### src/rtl/md_sequencer_if.sv
// Decode-side handshake and HI/LO result bundle for the multiply/divide sequencer.
interface md_sequencer_if #(parameter int WIDTH = 32);
  logic             start;
  logic [1:0]       op;
  logic [WIDTH-1:0] opA;
  logic [WIDTH-1:0] opB;
  logic             rd_req;
  logic             busy;
  logic             stall;
  logic             done;
  logic [WIDTH-1:0] hi;
  logic [WIDTH-1:0] lo;

  modport master (
    output start, op, opA, opB, rd_req,
    input  busy, stall, done, hi, lo
  );

  modport slave (
    input  start, op, opA, opB, rd_req,
    output busy, stall, done, hi, lo
  );
endinterface

### src/rtl/md_sequencer.sv
// Iterative MULT/MULTU/DIV/DIVU unit sharing one shift-add / restoring-divide datapath.
//   state | meaning
//   IDLE  | waiting for start, hi/lo hold last result
//   CALC  | one datapath iteration per cycle, WIDTH cycles
//   FIX   | sign correction and hi/lo write-back
module md_sequencer #(
  parameter int WIDTH = 32
) (
  input logic        clock,
  input logic        resetn,
  md_sequencer_if.slave bus
);
  localparam int CW = $clog2(WIDTH);
  localparam logic [CW-1:0] CNT_LAST = CW'(WIDTH - 1);

  typedef enum logic [1:0] {IDLE, CALC, FIX} state_t;

  state_t             state;
  logic [CW-1:0]      cnt;
  logic [2*WIDTH-1:0] acc;
  logic [WIDTH-1:0]   operand;
  logic               is_div;
  logic               neg_res;
  logic               neg_rem;
  logic               div_zero;
  logic               busy_q;
  logic               done_q;
  logic [WIDTH-1:0]   hi_q;
  logic [WIDTH-1:0]   lo_q;

  logic               signed_op;
  logic [WIDTH-1:0]   abs_a;
  logic [WIDTH-1:0]   abs_b;
  logic [WIDTH:0]     mul_sum;
  logic [WIDTH:0]     div_diff;
  logic [2*WIDTH-1:0] acc_next;
  logic [2*WIDTH-1:0] prod_fix;
  logic [WIDTH-1:0]   quot_fix;
  logic [WIDTH-1:0]   rem_fix;

  assign signed_op = ~bus.op[0];
  assign abs_a = (signed_op && bus.opA[WIDTH-1]) ? -bus.opA : bus.opA;
  assign abs_b = (signed_op && bus.opB[WIDTH-1]) ? -bus.opB : bus.opB;

  // acc holds {upper, multiplier} for multiply and {remainder, quotient} for divide
  assign mul_sum  = {1'b0, acc[2*WIDTH-1:WIDTH]} + {1'b0, operand};
  assign div_diff = acc[2*WIDTH-1:WIDTH-1] - {1'b0, operand};

  always_comb begin
    acc_next = acc;
    if (is_div) begin
      if (!div_diff[WIDTH])
        acc_next = {div_diff[WIDTH-1:0], acc[WIDTH-2:0], 1'b1};
      else
        acc_next = {acc[2*WIDTH-2:0], 1'b0};
    end else begin
      acc_next = {(acc[0] ? mul_sum : {1'b0, acc[2*WIDTH-1:WIDTH]}), acc[WIDTH-1:1]};
    end
  end

  // A zero divisor leaves quotient all-ones and remainder |opA|, never negated
  assign prod_fix = neg_res ? -acc : acc;
  assign quot_fix = (neg_res && !div_zero) ? -acc[WIDTH-1:0] : acc[WIDTH-1:0];
  assign rem_fix  = (neg_rem && !div_zero) ? -acc[2*WIDTH-1:WIDTH] : acc[2*WIDTH-1:WIDTH];

  always_ff @(posedge clock) begin
    if (!resetn) begin
      state    <= IDLE;
      cnt      <= '0;
      acc      <= '0;
      operand  <= '0;
      is_div   <= 1'b0;
      neg_res  <= 1'b0;
      neg_rem  <= 1'b0;
      div_zero <= 1'b0;
      busy_q   <= 1'b0;
      done_q   <= 1'b0;
      hi_q     <= '0;
      lo_q     <= '0;
    end else begin
      done_q <= 1'b0;
      case (state)
        IDLE: begin
          if (bus.start) begin
            is_div   <= bus.op[1];
            neg_res  <= signed_op & (bus.opA[WIDTH-1] ^ bus.opB[WIDTH-1]);
            neg_rem  <= signed_op & bus.opA[WIDTH-1];
            div_zero <= (bus.opB == '0);
            cnt      <= '0;
            busy_q   <= 1'b1;
            state    <= CALC;
            if (bus.op[1]) begin
              acc     <= {{WIDTH{1'b0}}, abs_a};
              operand <= abs_b;
            end else begin
              acc     <= {{WIDTH{1'b0}}, abs_b};
              operand <= abs_a;
            end
          end
        end
        CALC: begin
          acc <= acc_next;
          cnt <= cnt + 1'b1;
          if (cnt == CNT_LAST)
            state <= FIX;
        end
        FIX: begin
          if (is_div) begin
            hi_q <= rem_fix;
            lo_q <= quot_fix;
          end else begin
            hi_q <= prod_fix[2*WIDTH-1:WIDTH];
            lo_q <= prod_fix[WIDTH-1:0];
          end
          busy_q <= 1'b0;
          done_q <= 1'b1;
          state  <= IDLE;
        end
        default: state <= IDLE;
      endcase
    end
  end

  assign bus.busy  = busy_q;
  assign bus.stall = busy_q & (bus.start | bus.rd_req);
  assign bus.done  = done_q;
  assign bus.hi    = hi_q;
  assign bus.lo    = lo_q;
endmodule

### src/flat_wrapper.sv
// flat-port wrapper written by rule: the top's interface ports become plain ports
module md_sequencer_flat 
#(
  parameter int WIDTH = 32
)
  (clock, resetn, bus_start, bus_op, bus_opA, bus_opB, bus_rd_req, bus_busy, bus_stall, bus_done, bus_hi, bus_lo);
  md_sequencer_if #(.WIDTH(WIDTH)) bus_i ();
  input logic clock;
  input logic resetn;
  input wire logic [$bits(bus_i.start)-1:0] bus_start;
  input wire logic [$bits(bus_i.op)-1:0] bus_op;
  input wire logic [$bits(bus_i.opA)-1:0] bus_opA;
  input wire logic [$bits(bus_i.opB)-1:0] bus_opB;
  input wire logic [$bits(bus_i.rd_req)-1:0] bus_rd_req;
  output wire logic [$bits(bus_i.busy)-1:0] bus_busy;
  output wire logic [$bits(bus_i.stall)-1:0] bus_stall;
  output wire logic [$bits(bus_i.done)-1:0] bus_done;
  output wire logic [$bits(bus_i.hi)-1:0] bus_hi;
  output wire logic [$bits(bus_i.lo)-1:0] bus_lo;
  assign bus_i.start = bus_start;
  assign bus_i.op = bus_op;
  assign bus_i.opA = bus_opA;
  assign bus_i.opB = bus_opB;
  assign bus_i.rd_req = bus_rd_req;
  assign bus_busy = bus_i.busy;
  assign bus_stall = bus_i.stall;
  assign bus_done = bus_i.done;
  assign bus_hi = bus_i.hi;
  assign bus_lo = bus_i.lo;
  md_sequencer #(.WIDTH(WIDTH)) u_core (.clock(clock), .resetn(resetn), .bus(bus_i));
endmodule
### config.mk
export PLATFORM = sky130hd
export DESIGN_NAME = md_sequencer_flat
export DESIGN_NICKNAME = d
export VERILOG_FILES = /design/src/rtl/md_sequencer_if.sv /design/src/rtl/md_sequencer.sv /design/src/flat_wrapper.sv
export SDC_FILE = /design/constraint.sdc
export NUM_CORES = 1
export LEC_CHECK = 0
export CAP_MARGIN = 15
export CELL_PAD_IN_SITES_DETAIL_PLACEMENT = 1
export CELL_PAD_IN_SITES_GLOBAL_PLACEMENT = 2
export CORE_ASPECT_RATIO = 1.75
export CORE_MARGIN = 2
export CORE_UTILIZATION = 41
export CTS_BUF_LIST = sky130_fd_sc_hd__clkbuf_4 sky130_fd_sc_hd__clkbuf_8 sky130_fd_sc_hd__clkbuf_16
export CTS_CLUSTER_DIAMETER = 30
export DETAILED_ROUTE_END_ITERATION = 16
export DONT_BUFFER_PORTS = 1
export PLACE_DENSITY = 0.85
export SYNTH_ARGS = -nofsm -noshare
export SYNTH_HDL_FRONTEND = slang
export SYNTH_SLANG_ARGS = --single-unit
### constraint.sdc
create_clock -name clock -period 7.8 [get_ports clock]
set_input_delay 0.78 -clock clock [delete_from_list [all_inputs] [get_ports clock]]
set_output_delay 0.78 -clock clock [all_outputs]
set_load 0.01 [all_outputs]
; Yosys cells after proc, flatten, opt, wreduce, memory -nomap -nowiden
; Index checks and enable logic that the tools add are counted.
[op_classes]
eq_ne = 5
bitwise = 6
n_mux = 22
n_reduce_logical = 13
addsub = 8
[op_table]
columns = cell, n
row1 = $mux 32, 8
row2 = $mux 64, 4
row3 = $neg 32->32, 4
row4 = $pmux 64 s2, 1
row5 = $neg 64->64, 1
row6 = $add 32x32->33, 1
row7 = $mux 33, 1
row8 = $sub 33x32->33, 1
row9 = $logic_not 32->1, 1
row10 = $pmux 5 s2, 1
row11 = $reduce_and 2->1, 4
row12 = $add 5x1->5 const B, 1
row13 = $eq 5x5->1 const B, 1
row14 = $mux 5, 1
row15 = $logic_and 1x1->1, 4
row16 = $mux 2, 2
row17 = $pmux 2 s2, 1
row18 = $reduce_bool 2->1, 2
row19 = $and 1x1->1, 3
row20 = $eq 2x1->1 const B, 1
row21 = $eq 2x2->1 const B, 1
row22 = $logic_not 2->1, 1
row23 = $mux 1, 2
row24 = $ne 2x1->1 const B, 1
row25 = other kinds (6), 6
[totals]
in_bits = 70
register_bits = 173

; Logic depth before layout (Yosys ltp)
; Gate-level depths: netlist (run 1).
[logic_depth]
word_depth = 6
ltp_mapped = 13
mapped_depth_nobuf = 12

; Worst setup path before layout (run 1)
; Ideal clock, no wire load.
[synth_path]
path_type = input-to-reg
start = input port bus_opA[8]
end = register u_core.acc[20]
setup_slack_ps = 4799
stages = 8
setup_time_ps = 95
n_path_buf = 0
arrival_ps = 2905
cell_sequence = or4_1 nor4_2 nand3_1 o31ai_1 xor2_1 a211oi_1 a21oi_1 a221oi_1
[synth_via]
elab_chain_len = 5
[synth_lines]
columns = item, line
row1 = start: declaration, flat_wrapper.sv:12  ; input wire logic [$bits(bus_i.opA)-1:0] bus_opA;
row2 = $neg 32->32, md_sequencer.sv:42  ; assign abs_a = (signed_op && bus.opA[WIDTH-1]) ? -bus.opA : bus.opA;
row3 = $mux 32, md_sequencer.sv:42
row4 = $mux 32, md_sequencer.sv:92  ; if (bus.op[1]) begin
row5 = $mux 64, md_sequencer.sv:84  ; if (bus.start) begin
row6 = $pmux 64 s2, md_sequencer.sv:82  ; case (state)
row7 = end signal: assignment, md_sequencer.sv:93  ; acc <= {{WIDTH{1'b0}}, abs_a};
row8 = end signal: assignment, md_sequencer.sv:96  ; acc <= {{WIDTH{1'b0}}, abs_b};
row9 = end signal: assignment, md_sequencer.sv:102  ; acc <= acc_next;
row10 = end: declaration, md_sequencer.sv:20  ; logic [2*WIDTH-1:0] acc;
; Every way passes these cells. The select of a mux whose other input is x is not followed.
; A chain may end at the register's enable or synchronous reset.

; Worst setup path after layout (run 1)
[layout_path]
start = register u_core.acc[37]
end = register u_core.acc[48]
[layout_via]
elab_chain_len = 4
elab_cells_between_ends = 6
cone_classes = add/sub: 2 / mux: 4
[layout_lines]
columns = item, line
row1 = $sub 33x32->33 / $add 32x32->33 (equally long branches), "md_sequencer.sv:47, md_sequencer.sv:46"
row2 = $mux 64 / $mux 33 (equally long branches), "md_sequencer.sv:52, md_sequencer.sv:57"
row3 = $mux 64 *, md_sequencer.sv:51  ; if (is_div) begin
row4 = $pmux 64 s2 *, md_sequencer.sv:82
; Every way passes the cells marked *; elsewhere a longest branch is shown, timed or not.

==> results.md, run 1 <==
* First-pass GRT wire length at 88.3 mm
* Placed insts at 2271
* Syn Inst Count at 1915
* Post-synth top flop: dfxtp_1
* Synthesized area at 0.0143 sq mm
* # resized after CTS at 0
* Area leader, netlist: dfxtp_1
* Cell count of the worst reg-to-reg path at 10
* Most common cell in the netlist: nor2_1
* Worst hold path type: in2reg
* Hold Fails Final Rpt at 0
* R2r endpoint: u_core.acc[48]
* Initial DRT Pass Iterations at 5
* Antenna violations before repair at 0
* Rows at 90
* Outcome: completed
* Synthesis-stage register bit count at 173
* Ys async rst share at 0
* Critical-path maximum fanout at 34
* Cell area power density at 184 mW/mm^2
* Total core area at between 0.03 and 0.04 sq mm
* Worst skew pair latency at 0.46 ns
* R2R Setup Slk at between 3 and 4 ns
* Hold endpoint: u_core.operand[1]
* YS warnings at 0
* H-tree depth at 4
* Post-synth EDFFs at 0
* Ports at 137
* CTS tree: built
* TritonCTS buffer count at 17
* Worst Path Required at 8.19 ns
* CTS Root Cell: clkbuf_16
* Sink Count at 173
* RR Startpoint: u_core.acc[37]
* Final setup margin at around 4 ns
* Crit share post-route at 0.489
* Die span in y at 251 um
* Top post-synthesis cells by count: 199 x nor2_1, 190 x nand2_1, 178 x a21oi_1
* Maxcap violations at 0
* Crit end category: flop
* Total gr overflow at 0
* Final TNS setup at 0 ns
* Number of port buffers at 0
* Fin nets at 1973
* Die Width at between 100 and 150 um
* Min-delay src: resetn
* Starting Density at 0.416
* Filler cells at 4347
* Post-synth top area share at 0.242
* Syn Area/Cell at about 7.5 sq um
* Layout area overhead at 6.26%
* Critical Path AT at 4.20 ns
* Max-slew headroom at 0.359
* Critical path type: reg2reg
* Non-Filler Instances at around 2300
* Antenna diodes at 0
* Cts hold-fix bufs at 0
* Syn Nets at about 2000
* Least-Margin Pin Slew at 0.954 ns
* Wirelength, routed at 58.2 mm
* Post-Place Setup Slack at 4.06 ns
* Met3 Use GR at 0.0334
* Via count at 14500
* Routed len/inst at about 25 um
* GP Congestion at roughly 0.96
* RSZ-0062 raised after global routing: no
* DRT iter0 DRCs at ~700
* # setup viols final at 0
* Final Max Tran Viols at 0
* Ratio of cells with drive above 1 in the final layout at 0.0531
* Vias in the first global route at 15100
* Worst Clk Skew at 0.0162 ns
* Min Tclk post-route at 3.81 ns
* Yosys cell types at 89
* Pin count of the biggest net entering global routing at between 80 and 90
* Clock-pin slew on the worst setup and hold paths at 0.08 ns
* GRT Resource Usage Total at 0.314
* Startpoint types: flop
* Max Buffers Root-to-Sink at 2
* Sequential area share after synthesis at 0.242
* Antenna Nets Post-Route at 0
* FMAX at 262 MHz
* Synth top area cells: dfxtp_1 24%, a21oi_1 6.2%, ha_1 6.1%
* Worst vdd ir at 0.190 mV
* M1 GR Usage at 0.298
* GRT met2 Usage at 0.608
* Detailed placement HPWL at 45.4 mm
* Leakage at 5.54 nW
* Die ar. at 0.0365 sq mm
* Hold depth at 1
* Post-CTS Setup Inserts at 0
* DR DRC count at 0
* Most Crowded Layer GR: met2
* Via density at 6.30
## how the worst max path moves through the flow
stage                         startpoint              to  slack (ns)  cells after the start
final                     u_core.acc[37]  u_core.acc[48]        3.99                     10
after global routing      u_core.acc[37]  u_core.acc[48]        3.69                     10
after CTS                 u_core.acc[37]  u_core.acc[35]        4.04                     10
after detailed placement  u_core.acc[56]  u_core.acc[48]        4.06                     10
after global placement    u_core.acc[37]  u_core.acc[48]        4.09                     10
after floorplan               bus_opA[8]  u_core.acc[20]        4.80                      8
## logic make-up (layout without fill, tap and decap cells)
| group | Yosys count | after routing | synth area share |
|---|---|---|---|
| AOI/OAI and AO/OA | 647 | 647 | 0.301 |
| xor gates and xnor gates | 154 | 154 | 0.0952 |
| adders and majority gates | 72 | 72 | 0.0639 |
| buffers and inverters | 197 | 126 | 0.0538 |
| DFF | 173 | 173 | 0.242 |
| muxes | 55 | 55 | 0.0388 |
| and+or+nand+nor | 617 | 617 | 0.205 |
## per-layer routing
metal / part of all wire / vias up
li1: - / 6837
met1: 0.34 / 7101
met2: 0.54 / 393
met3: 0.028 / 186
met4: 0.086 / 0
met5: 0 / -
## layout by cell type (no fill, tap or decap), types with 65 or more instances in the layout
cell / netlist / final
a211oi_1: 109 / 109
a21oi_1: 178 / 178
dfxtp_1: 173 / 172
ha_1: 70 / 70
inv_1: 69 / 68
nand2_1: 190 / 190
nor2_1: 199 / 198
o21ai_0: 86 / 86
xnor2_1: 87 / 87
xor2_1: 65 / 65
## layout make-up
| cell class | instances | area [sq um] | share of cell area |
|---|---|---|---|
| clock buffers | 19 | 440 | 0.0289 |
| clock inverters | 13 | 154 | 0.0101 |
| inverters | 69 | 262 | 0.0172 |
| multi-input cells | 1545 | 10100 | 0.666 |
| flip-flops and latches | 173 | 3470 | 0.228 |
| well taps | 460 | 576 | 0.0378 |
| repair buffers | 25 | 185 | 0.0122 |
## registers in the layout, indices dropped and copies added, names as in the netlist
| register | count |
|---|---|
| u_core.is_div | 1 |
| u_core.operand | 32 |
| u_core.bus.hi | 32 |
| u_core.state | 2 |
| u_core.cnt | 5 |
| u_core.neg_rem | 1 |
| u_core.div_zero | 1 |
| u_core.bus.lo | 32 |
| u_core.neg_res | 1 |
| u_core.bus.busy | 1 |
| u_core.acc | 64 |
| u_core.bus.done | 1 |
## metrics by stage
| stage | util | area, sq um | hold slack [ns] | total power [mW] |
|---|---|---|---|---|
| final | 0.442 | 15200 | 0.445 | 2.80 |
| after global placement | 0.425 | 14600 | 0.438 | 1.89 |
| after detailed placement | 0.425 | 14600 | 0.444 | 1.91 |
| after CTS | 0.442 | 15200 | 0.442 | 2.80 |
| after global routing | 0.442 | 15200 | 0.444 | 2.92 |
| after floorplan | - | 14300 | 0.415 | 1.64 |
## where the power goes
group	leakage [nW]	internal (mW)	switching, mW
clock	0.283	0.462	0.432
sequential	1.41	0.922	0.0900
combinational	3.85	0.322	0.569
## critical path, stage by stage (launching register included)
cell and delay (ns):
dfxtp_1 0.71, ha_1 0.43, nor3_1 0.27, nor3_1 0.11, o211ai_1 0.13, nand3_1 0.19
a311oi_4 0.52, xor2_4 0.78, nand2_1 0.11, a311o_1 0.34, a21oi_1 0.14
(Power assumes the default switching activity.)
==> run 2, diff against run 1 <==
- CORE_UTILIZATION: 41 -> 34
- PLACE_DENSITY: 0.85 -> 0.75
- clock period: 7.8 -> 3.1 ns (I/O delays scaled with it)
==> run 2 against run 1 <==
Final area is 13% higher. Total power rose to 2.7 times the previous value. Utilization down 2.8 points. Die area rose by 20%. Critical path type unchanged. Critical endpoint is now u_core.acc[57]. Largest cell class unchanged. Largest power group is now combinational logic.
==> results.md, run 2 (synthesis gave the netlist of run 1 again) <==
* Final Max Tran Viols at 0 (unchanged)
* Sink Count at 173 (unchanged)
* Min-delay src: bus_op[1]
* DR DRC count at 0 (unchanged)
* Cell area power density at 443 mW/mm^2 (+140%)
* Via count at 15400 (+6.0%)
* Die Width at 159 um (+9.5%)
* Part of the power in registers at 0.320 (-0.042)
* GRT Resource Usage Total at 0.298 (-0.0157)
* Commonest non-fill, non-tap cell in the layout: buf_4
* Critical path type: reg2reg
* Vias in the first global route at 16200 (+6.7%)
* Clock network fraction of design power at 0.308 (-0.012)
* Leakage at 6.61 nW (+19%)
* Die span in y at 276 um (+9.7%)
* Biggest register: u_core.acc
* DRT iter0 DRCs at 622 (-10%)
* RSZ-0062 raised after global routing: yes
* Pin count of the biggest net entering global routing at 90 (+7.1%)
* Least-Margin Pin Slew at 0.915 ns (-0.0390 ns)
* CTS tree: built
* Maxcap violations at 0 (unchanged)
* H-tree depth at 4 (unchanged)
* Critical Path AT at 3.36 ns (-0.84 ns)
* Outcome: completed
* Crit share post-route at 0.969 (+0.480)
* GP Congestion at 0.969 (+1.2%)
* Ports at 137 (unchanged)
* Routed len/inst at 25.8 um (+2.0%)
* Largest register FFs at 64 (unchanged)
* Antenna violations before repair at 0 (unchanged)
* Cell-internal power at 4.56 mW (+170%)
* Max Buffers Root-to-Sink at 2 (unchanged)
* Min Tclk post-route at 3.00 ns (-0.808 ns)
* Worst vdd ir at 0.337 mV (+77%)
* Via density at 5.93 (-5.9%)
* TritonCTS buffer count at 17 (unchanged)
* First-pass GRT wire length at 98.9 mm (+12%)
* Critical path launch point: u_core.operand[9]
* Worst skew pair latency at 0.48 ns (+0.02 ns)
* Critical-path maximum fanout at 4 (-88%)
* Startpoint types: flop
* FMAX at 333 MHz (+27%)
* Wirelength, routed at 66.9 mm (+15%)
* Die ar. at 0.0439 sq mm (+20%)
* RR Startpoint: u_core.operand[9]
* Initial DRT Pass Iterations at 5 (unchanged)
* Final TNS setup at 0 ns (unchanged)
* Combinational share of power at 0.372 (+0.053)
* Hold Fails Final Rpt at 0 (unchanged)
* Detailed placement HPWL at 52.5 mm (+16%)
* Layout area overhead at 20.1%
* Total core area at 0.0416 sq mm (+21%)
* Core Util, Final at 0.413 (-0.0285)
* Antenna diodes at 0 (unchanged)
* # setup viols final at 0 (unchanged)
* Max-slew headroom at 0.390 (+0.0309)
* Ratio of cells with drive above 1 in the final layout at 0.177 (+0.124)
* Antenna Nets Post-Route at 0 (unchanged)
* CTS Root Cell: clkbuf_16
* Rows at 99 (+10%)
* Commonest cells after routing, fill and taps aside: 209 x buf_4, 197 x nor2_1, 189 x nand2_1
* Sw Share at 0.402 (+0.0118)
* P_sw at 3.06 mW (+180%)
* Number of port buffers at 0 (unchanged)
* Clock-pin slew on the worst setup and hold paths at 0.08 ns (about the same)
* Crit end category: flop
* Starting Density at 0.344 (-0.0716)
* Worst Path Required at 3.46 ns (-4.73 ns)
* Worst hold path type: in2reg
* Worst Clk Skew at 0.0192 ns (+0.00304 ns)
* Total gr overflow at 0 (unchanged)
* Fin nets at 2169 (+9.9%)
==> run 2: path summary, 6_finish.rpt <==
path | endpoint | slack [ns] | cells past startpoint
setup reg to reg | u_core.acc[57] | 0.1 | 15
hold / removal | u_core.operand[31] | 0.05 | 2
hold reg to reg | u_core.operand[13] | 0.48 | 2
setup / recovery | u_core.acc[57] | 0.1 | 15
==> run 2: what timing repair did <==
item                                    CTS  global route
pin swaps                                10            24
endpoints found under the hold margin    12             0
hold buffers                              2             0
gates resized for setup                  19            69
endpoints found under the setup margin   23            31
buffers inserted                          8             1
==> run 2: layout make-up <==
type,instances,area [sq um]
clock buffers,17,425
clock inverters,15,203
fillers,5169,24400
inverters,69,264
multi-input cells,1545,10400
flip-flops and latches,173,3480
well taps,555,694
repair buffers,221,1730
==> run 2: metal layers <==
layer	part of all wire	vias to the layer above	global-route usage
met5	0	-	0
met4	0.086	0	0.223
met3	0.029	204	0.0412
li1	-	7244	-
met2	0.54	356	0.589
met1	0.34	7584	0.275
==> run 2: per-stage QoR <==
| step | cells | setup slack (ns) | hold slack, ns | power [mW] | cell area [sq um] |
|---|---|---|---|---|---|
| 6_report | 2595 | 0.0965 | 0.0466 | 7.63 | 17200 |
| 3_5_place_dp | 2552 | -0.110 | 0.445 | 5.17 | 16200 |
| 3_3_place_gp | 2552 | -0.0496 | 0.434 | 5.12 | 16200 |
| 4_1_cts | 2594 | 0.00871 | 0.00776 | 7.59 | 17000 |
| 5_1_grt | 2595 | -0.0319 | 0.0505 | 7.97 | 17200 |
| 2_1_floorplan | 1915 | 0.184 | 0.415 | 4.12 | 14300 |
==> run 2: worst max-delay path, stage by stage (launching register included) <==
cell	delay [ns]
dfxtp_2	0.40
inv_1	0.09
ha_1	0.34
buf_4	0.17
o211ai_1	0.13
nor3_2	0.09
o211ai_1	0.15
nand3_2	0.15
a311oi_4	0.38
xnor2_2	0.11
buf_4	0.18
buf_4	0.15
o311ai_2	0.06
buf_4	0.14
nand3_1	0.09
a32o_1	0.28
==> run 2: power by group through the flow <==
stage / clock (mW) / combinational [mW] / sequential, mW
floorplan: 0 / 1.66 / 2.46
global route: 2.47 / 3.04 / 2.45
finish: 2.35 / 2.83 / 2.44
CTS: 2.40 / 2.75 / 2.44
detailed placement: 0 / 2.68 / 2.49
global placement: 0 / 2.64 / 2.48
